$ cat config.mk
export PLATFORM = sky130hd
export DESIGN_NAME = mem_port_arbiter_flat
export DESIGN_NICKNAME = d
export VERILOG_FILES = /design/src/rtl/mem_port_arbiter_if.sv /design/src/rtl/mem_port_arbiter.sv /design/src/flat_wrapper.sv
export SDC_FILE = /design/constraint.sdc
export NUM_CORES = 1
export LEC_CHECK = 0
export BUFFER_PORTS_ARGS = -buffer_cell sky130_fd_sc_hd__buf_2
export CAP_MARGIN = 15
export CORE_ASPECT_RATIO = 0.5
export CORE_MARGIN = 2
export CORE_UTILIZATION = 50
export CTS_BUF_LIST = sky130_fd_sc_hd__clkbuf_8
export DETAILED_ROUTE_END_ITERATION = 16
export GPL_ROUTABILITY_DRIVEN = 0
export HOLD_SLACK_MARGIN = 0.06
export PLACE_DENSITY = 0.82
export SYNTH_ARGS = -nofsm -noshare
export SYNTH_HDL_FRONTEND = slang
export SYNTH_SLANG_ARGS = --single-unit
$ cat constraint.sdc
create_clock -name clk -period 6.5 [get_ports clk]
set_input_delay 0.975 -clock clk [delete_from_list [all_inputs] [get_ports clk]]
set_output_delay 0.975 -clock clk [all_outputs]
set_load 0.05 [all_outputs]
$ cat src/rtl/mem_port_arbiter_if.sv
// Bundle of the fetch, data and memory-side signals around the unified memory port arbiter.
// The arbiter uses the master view; the surrounding pipeline/memory uses the slave view.
interface mem_port_arbiter_if;
  logic        i_req;
  logic [31:0] i_addr;
  logic [31:0] i_rdata;
  logic        i_ack;

  logic        d_req;
  logic        d_we;
  logic [3:0]  d_wstrb;
  logic [31:0] d_addr;
  logic [31:0] d_wdata;
  logic [31:0] d_rdata;
  logic        d_ack;

  logic        m_req;
  logic        m_we;
  logic [3:0]  m_wstrb;
  logic [31:0] m_addr;
  logic [31:0] m_wdata;
  logic [31:0] m_rdata;
  logic        m_ack;

  logic [1:0]  owner;
  logic        err;

  modport master (
    input  i_req, i_addr, d_req, d_we, d_wstrb, d_addr, d_wdata, m_rdata, m_ack,
    output i_rdata, i_ack, d_rdata, d_ack, m_req, m_we, m_wstrb, m_addr, m_wdata,
    output owner, err
  );

  modport slave (
    output i_req, i_addr, d_req, d_we, d_wstrb, d_addr, d_wdata, m_rdata, m_ack,
    input  i_rdata, i_ack, d_rdata, d_ack, m_req, m_we, m_wstrb, m_addr, m_wdata,
    input  owner, err
  );
endinterface

$ cat src/rtl/mem_port_arbiter.sv
// Arbitrates the single memory port between instruction fetch and the data stage,
// sequences the memory handshake and returns data/ack (with timeout error) to the winner.
module mem_port_arbiter #(
  parameter int MAX_D_STREAK = 4,
  parameter int TIMEOUT      = 64
) (
  input  logic               clk,
  input  logic               rst,
  mem_port_arbiter_if.master bus
);

  typedef enum logic [1:0] {
    IDLE = 2'd0,
    BUSY = 2'd1,
    RESP = 2'd2
  } state_t;

  localparam logic [3:0] STREAK_MAX = 4'(MAX_D_STREAK);
  localparam logic [7:0] TMO_LAST   = 8'(TIMEOUT - 1);
  localparam logic [1:0] OWN_NONE   = 2'd0;
  localparam logic [1:0] OWN_I      = 2'd1;
  localparam logic [1:0] OWN_D      = 2'd2;

  state_t      state_r, state_s;
  logic [3:0]  streak_r, streak_s;
  logic [7:0]  tmo_r, tmo_s;
  logic        m_req_r, m_req_s;
  logic        m_we_r, m_we_s;
  logic [3:0]  m_wstrb_r, m_wstrb_s;
  logic [31:0] m_addr_r, m_addr_s;
  logic [31:0] m_wdata_r, m_wdata_s;
  logic [31:0] i_rdata_r, i_rdata_s;
  logic        i_ack_r, i_ack_s;
  logic [31:0] d_rdata_r, d_rdata_s;
  logic        d_ack_r, d_ack_s;
  logic [1:0]  owner_r, owner_s;
  logic        err_r, err_s;
  logic        fetch_win_s;
  logic [31:0] resp_data_s;

  // Fetch wins when it is alone or when data has used up its streak allowance.
  assign fetch_win_s = bus.i_req && (!bus.d_req || (streak_r == STREAK_MAX));
  // A timed-out transaction returns zero data.
  assign resp_data_s = bus.m_ack ? bus.m_rdata : 32'd0;

  // Next-state and next-output logic of the arbitration/handshake FSM.
  always_comb begin
    state_s   = state_r;
    streak_s  = streak_r;
    tmo_s     = tmo_r;
    m_req_s   = m_req_r;
    m_we_s    = m_we_r;
    m_wstrb_s = m_wstrb_r;
    m_addr_s  = m_addr_r;
    m_wdata_s = m_wdata_r;
    i_rdata_s = i_rdata_r;
    i_ack_s   = i_ack_r;
    d_rdata_s = d_rdata_r;
    d_ack_s   = d_ack_r;
    owner_s   = owner_r;
    err_s     = err_r;
    case (state_r)
      IDLE: begin
        if (bus.i_req || bus.d_req) begin
          state_s = BUSY;
          m_req_s = 1'b1;
          tmo_s   = 8'd0;
          if (fetch_win_s) begin
            owner_s   = OWN_I;
            streak_s  = 4'd0;
            m_we_s    = 1'b0;
            m_wstrb_s = 4'b0000;
            m_addr_s  = bus.i_addr;
            m_wdata_s = 32'd0;
          end else begin
            owner_s   = OWN_D;
            m_we_s    = bus.d_we;
            m_wstrb_s = bus.d_wstrb;
            m_addr_s  = bus.d_addr;
            m_wdata_s = bus.d_wdata;
            if (!bus.i_req) begin
              streak_s = 4'd0;
            end else if (streak_r != STREAK_MAX) begin
              streak_s = streak_r + 4'd1;
            end else begin
              streak_s = streak_r;
            end
          end
        end else begin
          m_req_s = 1'b0;
        end
      end
      BUSY: begin
        tmo_s = tmo_r + 8'd1;
        if (bus.m_ack || (tmo_r == TMO_LAST)) begin
          state_s = RESP;
          m_req_s = 1'b0;
          m_we_s  = 1'b0;
          err_s   = !bus.m_ack;
          if (owner_r == OWN_I) begin
            i_ack_s   = 1'b1;
            i_rdata_s = resp_data_s;
          end else begin
            d_ack_s   = 1'b1;
            d_rdata_s = resp_data_s;
          end
        end else begin
          m_req_s = 1'b1;
        end
      end
      RESP: begin
        state_s = IDLE;
        i_ack_s = 1'b0;
        d_ack_s = 1'b0;
        err_s   = 1'b0;
        owner_s = OWN_NONE;
        tmo_s   = 8'd0;
      end
      default: begin
        state_s = IDLE;
        m_req_s = 1'b0;
        m_we_s  = 1'b0;
        i_ack_s = 1'b0;
        d_ack_s = 1'b0;
        err_s   = 1'b0;
        owner_s = OWN_NONE;
        tmo_s   = 8'd0;
      end
    endcase
  end

  // State and output registers; reset abandons any transaction without an ack.
  always_ff @(posedge clk or posedge rst) begin
    if (rst) begin
      state_r   <= IDLE;
      streak_r  <= 4'd0;
      tmo_r     <= 8'd0;
      m_req_r   <= 1'b0;
      m_we_r    <= 1'b0;
      m_wstrb_r <= 4'b0000;
      m_addr_r  <= 32'd0;
      m_wdata_r <= 32'd0;
      i_rdata_r <= 32'd0;
      i_ack_r   <= 1'b0;
      d_rdata_r <= 32'd0;
      d_ack_r   <= 1'b0;
      owner_r   <= OWN_NONE;
      err_r     <= 1'b0;
    end else begin
      state_r   <= state_s;
      streak_r  <= streak_s;
      tmo_r     <= tmo_s;
      m_req_r   <= m_req_s;
      m_we_r    <= m_we_s;
      m_wstrb_r <= m_wstrb_s;
      m_addr_r  <= m_addr_s;
      m_wdata_r <= m_wdata_s;
      i_rdata_r <= i_rdata_s;
      i_ack_r   <= i_ack_s;
      d_rdata_r <= d_rdata_s;
      d_ack_r   <= d_ack_s;
      owner_r   <= owner_s;
      err_r     <= err_s;
    end
  end

  assign bus.m_req   = m_req_r;
  assign bus.m_we    = m_we_r;
  assign bus.m_wstrb = m_wstrb_r;
  assign bus.m_addr  = m_addr_r;
  assign bus.m_wdata = m_wdata_r;
  assign bus.i_rdata = i_rdata_r;
  assign bus.i_ack   = i_ack_r;
  assign bus.d_rdata = d_rdata_r;
  assign bus.d_ack   = d_ack_r;
  assign bus.owner   = owner_r;
  assign bus.err     = err_r;

endmodule

$ cat src/flat_wrapper.sv
// flat-port wrapper written by rule: the top's interface ports become plain ports
module mem_port_arbiter_flat 
#(
  parameter int MAX_D_STREAK = 4,
  parameter int TIMEOUT      = 64
)
  (clk, rst, bus_i_req, bus_i_addr, bus_d_req, bus_d_we, bus_d_wstrb, bus_d_addr, bus_d_wdata, bus_m_rdata, bus_m_ack, bus_i_rdata, bus_i_ack, bus_d_rdata, bus_d_ack, bus_m_req, bus_m_we, bus_m_wstrb, bus_m_addr, bus_m_wdata, bus_owner, bus_err);
  mem_port_arbiter_if bus_i ();
  input  logic clk;
  input  logic rst;
  input wire logic [$bits(bus_i.i_req)-1:0] bus_i_req;
  input wire logic [$bits(bus_i.i_addr)-1:0] bus_i_addr;
  input wire logic [$bits(bus_i.d_req)-1:0] bus_d_req;
  input wire logic [$bits(bus_i.d_we)-1:0] bus_d_we;
  input wire logic [$bits(bus_i.d_wstrb)-1:0] bus_d_wstrb;
  input wire logic [$bits(bus_i.d_addr)-1:0] bus_d_addr;
  input wire logic [$bits(bus_i.d_wdata)-1:0] bus_d_wdata;
  input wire logic [$bits(bus_i.m_rdata)-1:0] bus_m_rdata;
  input wire logic [$bits(bus_i.m_ack)-1:0] bus_m_ack;
  output wire logic [$bits(bus_i.i_rdata)-1:0] bus_i_rdata;
  output wire logic [$bits(bus_i.i_ack)-1:0] bus_i_ack;
  output wire logic [$bits(bus_i.d_rdata)-1:0] bus_d_rdata;
  output wire logic [$bits(bus_i.d_ack)-1:0] bus_d_ack;
  output wire logic [$bits(bus_i.m_req)-1:0] bus_m_req;
  output wire logic [$bits(bus_i.m_we)-1:0] bus_m_we;
  output wire logic [$bits(bus_i.m_wstrb)-1:0] bus_m_wstrb;
  output wire logic [$bits(bus_i.m_addr)-1:0] bus_m_addr;
  output wire logic [$bits(bus_i.m_wdata)-1:0] bus_m_wdata;
  output wire logic [$bits(bus_i.owner)-1:0] bus_owner;
  output wire logic [$bits(bus_i.err)-1:0] bus_err;
  assign bus_i.i_req = bus_i_req;
  assign bus_i.i_addr = bus_i_addr;
  assign bus_i.d_req = bus_d_req;
  assign bus_i.d_we = bus_d_we;
  assign bus_i.d_wstrb = bus_d_wstrb;
  assign bus_i.d_addr = bus_d_addr;
  assign bus_i.d_wdata = bus_d_wdata;
  assign bus_i.m_rdata = bus_m_rdata;
  assign bus_i.m_ack = bus_m_ack;
  assign bus_i_rdata = bus_i.i_rdata;
  assign bus_i_ack = bus_i.i_ack;
  assign bus_d_rdata = bus_i.d_rdata;
  assign bus_d_ack = bus_i.d_ack;
  assign bus_m_req = bus_i.m_req;
  assign bus_m_we = bus_i.m_we;
  assign bus_m_wstrb = bus_i.m_wstrb;
  assign bus_m_addr = bus_i.m_addr;
  assign bus_m_wdata = bus_i.m_wdata;
  assign bus_owner = bus_i.owner;
  assign bus_err = bus_i.err;
  mem_port_arbiter #(.MAX_D_STREAK(MAX_D_STREAK), .TIMEOUT(TIMEOUT)) u_core (.clk(clk), .rst(rst), .bus(bus_i));
endmodule
==> key figures <==
Detailed routing
  – Drt total wl: 20100 µm
  – Via count: 6615
  – Post-DRT Antenna Nets: 0
  – Drc violations: 0
  – First-pass DRT Iterations: 5
  – 1st-iter DRT viols: 539
  – Avg WL per Cell: 17.5 µm
  – Post-DR vias/cell: 5.74

Timing
  – Final count of pins violating max slew: 0
  – F_max: 446 MHz
  – Tcrit/Tclk final: 34.5%
  – Measured slew at the worst slew-check pin: 1.09 ns
  – Final setup viols: 0
  – Worst Skew: 0.0169 ns
  – RSZ-0062 raised after global routing: no
  – Setup TNS: 0 ns
  – Final Hold Viols: 0
  – Final min period: 2.24 ns
  – Worst slew margin: 27.1%

Final layout
  – Final cell count without fillers: 1152
  – Ant diodes: 0
  – # fillers: 1176
  – Register area: 0.00383 mm²
  – Nets: 1083
  – Layout cells sized above 1: 38.1%
  – Syn-to-layout area delta: 25.3%
  – Area of the multi-input gates: 0.00300 mm²

Pwr
  – Pwr Density: 554 mW/mm²
  – Lkg Pwr: 4.20 nW
  – Max IR drop VDD: 0.349 mV

Clocking
  – Post-CTS resize count: 0
  – Clock latency on the worst-skew pair: 0.43 ns
  – CTS tree: yes
  – CTS buffer count: 17
  – Post-CTS Setup Bufs: 0
  – Post-CTS Hold Buffers: 0
  – H-tree Lvls: 4
  – Clk root buf: clkbuf_8
  – Clock transition at path regs: 0.08 ns
  – Max clock buf depth: 2
  – Clock sinks: 153

Setup path
  – Worst setup SP type: input pin
  – Kind of critical path: input pin to flip-flop
  – CP required: 6.86 ns
  – Crit path max fanout: 30
  – Worst Path Arrival: 2.60 ns
  – CP endpoint kind: flip-flop

Yosys
  – Syn nets: 839
  – Post-synthesis register bit count: 153
  – Post-synthesis sequential area ratio: 52.3%
  – Yosys cell types: 45
  – Post-Syn Instances: 698
  – Synthesized area per cell: 10.5 µm²
  – Synth warn: 0
  – Synthesized area: 0.00731 mm²

Placement
  – Post-DP HPWL: 13300 µm
  – Placed insts: 1117
  – Port Buf Inserts: 276

Floorplan
  – Initial Utilization: 50.8%
  – Die Span X: 175 µm
  – Total die area: 0.0157 mm²
  – Die Y: 89.5 µm
  – Row count: 31
  – Ports: 277
  – Area of the core: 0.0144 mm²

Global route
  – Vias in the first global route: 6238
  – Antenna violations before repair: 0
  – First-pass GRT wire length: 31200 µm
  – Grt total ovfl: 0
  – Largest net degree at the start of global routing: 102
  – Gr usage total: 25.0%

Run status
  – Status: completed

Hold path
  – Worst hold path class: flip-flop to flip-flop

Run
  – MaxCap Viol Count: 0
state kept, by name, summed over array words and instances, names as in the netlist:
register            cells
u_core.bus.d_rdata     32
u_core.bus.i_rdata     32
u_core.bus.m_addr      32
u_core.bus.m_wdata     32
u_core.tmo_r            8
u_core.bus.m_wstrb      4
u_core.streak_r         4
u_core.bus.owner        2
u_core.state_r          2
u_core.bus.d_ack        1
u_core.bus.err          1
u_core.bus.i_ack        1
u_core.bus.m_req        1
u_core.bus.m_we         1
metal layers:
layer,vias up,global-route usage [%],share of wire (%)
li1,3032,-,-
met1,3270,32.6,43
met2,267,42.8,49
met3,46,4.00,5.0
met4,0,10.2,2.7
met5,-,0,0
logic make-up (layout without fill, tap and decap cells):
group                    Yosys count  after routing  share of synthesized area, %
adder cells (fa/ha/maj)            3              3                         0.513
AO/OA/AOI/OAI                    230            230                          21.8
multiplexers                      33             33                          5.13
flip-flops                       153            153                          52.3
buffers and inverters            105            361                          6.89
AND/OR/NAND/NOR                  174            174                          13.3
worst paths after layout:
kind,start,end,slack [ns],cells after the start
setup reg to reg,u_core.tmo_r[4],u_core.bus.d_rdata[11],4.36,4
setup / recovery,bus_d_req,u_core.bus.m_wstrb[2],4.26,6
hold / removal,u_core.bus.i_rdata[20],u_core.bus.i_rdata[20],0.50,1
max in group asynchronous,rst,u_core.bus.m_addr[25],4.55,3
min in group asynchronous,rst,u_core.bus.m_wdata[6],0.76,2
hold reg to reg,u_core.bus.i_rdata[20],u_core.bus.i_rdata[20],0.50,1
per-stage QoR:
step / total power, mW / worst slack [ns] / hold slack [ns] / util [%] / cell area, µm²
final: 5.08 / 4.26 / 0.500 / 63.7 / 9160
after global routing: 5.33 / 4.17 / 0.511 / 63.7 / 9160
after CTS: 5.05 / 3.23 / 0.503 / 63.1 / 9080
after detailed placement: 4.30 / 2.77 / 0.478 / 60.4 / 8680
after global placement: 4.22 / 2.89 / 0.476 / 60.4 / 8680
after floorplan: 3.67 / 1.40 / 0.481 / - / 7310
area by class of cell:
| type | count | share of cell area (%) |
|---|---|---|
| clock buffer | 17 | 2.55 |
| tap | 198 | 2.70 |
| timing repair buffer | 290 | 16.8 |
| inverter | 40 | 1.69 |
| clock inverter | 14 | 1.73 |
| multi-input combinational | 440 | 32.7 |
| sequential | 153 | 41.8 |
layout by cell type (no fill, tap or decap), drive strengths merged, types with 3 or more instances in the layout:
cell,instances
nor2b,3
a41oi,3
o211ai,69
a22o,39
nor3b,3
a21oi,3
o21ai,75
clkbuf,17
dfrtp,153
and3,3
nand2,9
mux2,33
ha,3
bufinv,3
nor2,6
clkinv,7
clkinvlp,3
inv,41
and2,33
nand3,101
a21o,34
a31oi,3
buf,290
worst max-delay path: stages:
cell and delay, ns:
buf_2 0.17, nor3b_4 0.45, buf_16 0.22, and2_1 0.36, buf_16 0.22, a22o_1 0.17
power breakdown:
group          total (mW)  switching [mW]  internal, mW
combinational        2.75            2.01         0.732
clock               0.738           0.364         0.374
sequential           1.59           0.265          1.33
total                5.08            2.64          2.43
synth_stat cells, drive strengths merged:
master | count | area, µm²
nor3b | 3 | 38.8
o32ai | 1 | 8.76
or4 | 2 | 15.0
nor3 | 2 | 10.0
a21bo | 1 | 10.0
inv | 40 | 150
dfrtp | 153 | 3830
nand2 | 9 | 33.8
nor2b | 3 | 18.8
and2 | 33 | 206
nor2 | 6 | 22.5
a21oi | 3 | 18.8
or2b | 1 | 7.51
nand4 | 1 | 6.26
a31oi | 3 | 18.8
nand2b | 1 | 6.26
a41oi | 3 | 26.3
and3 | 3 | 18.8
ha | 3 | 37.5
mux2 | 33 | 375
and4bb | 2 | 25.0
nand3 | 101 | 505
buf | 21 | 189
nand3b | 1 | 7.51
and4 | 1 | 8.76
o211ai | 69 | 523
clkbuf | 44 | 165
o221ai | 1 | 8.76
nand4b | 2 | 17.5
nor4 | 1 | 6.26
o21ai | 75 | 375
nand4bb | 1 | 11.3
a22o | 39 | 342
or2 | 1 | 6.26
a221o | 1 | 10.0
a21o | 34 | 255
Note: power is estimated with default switching activity, not from simulation.
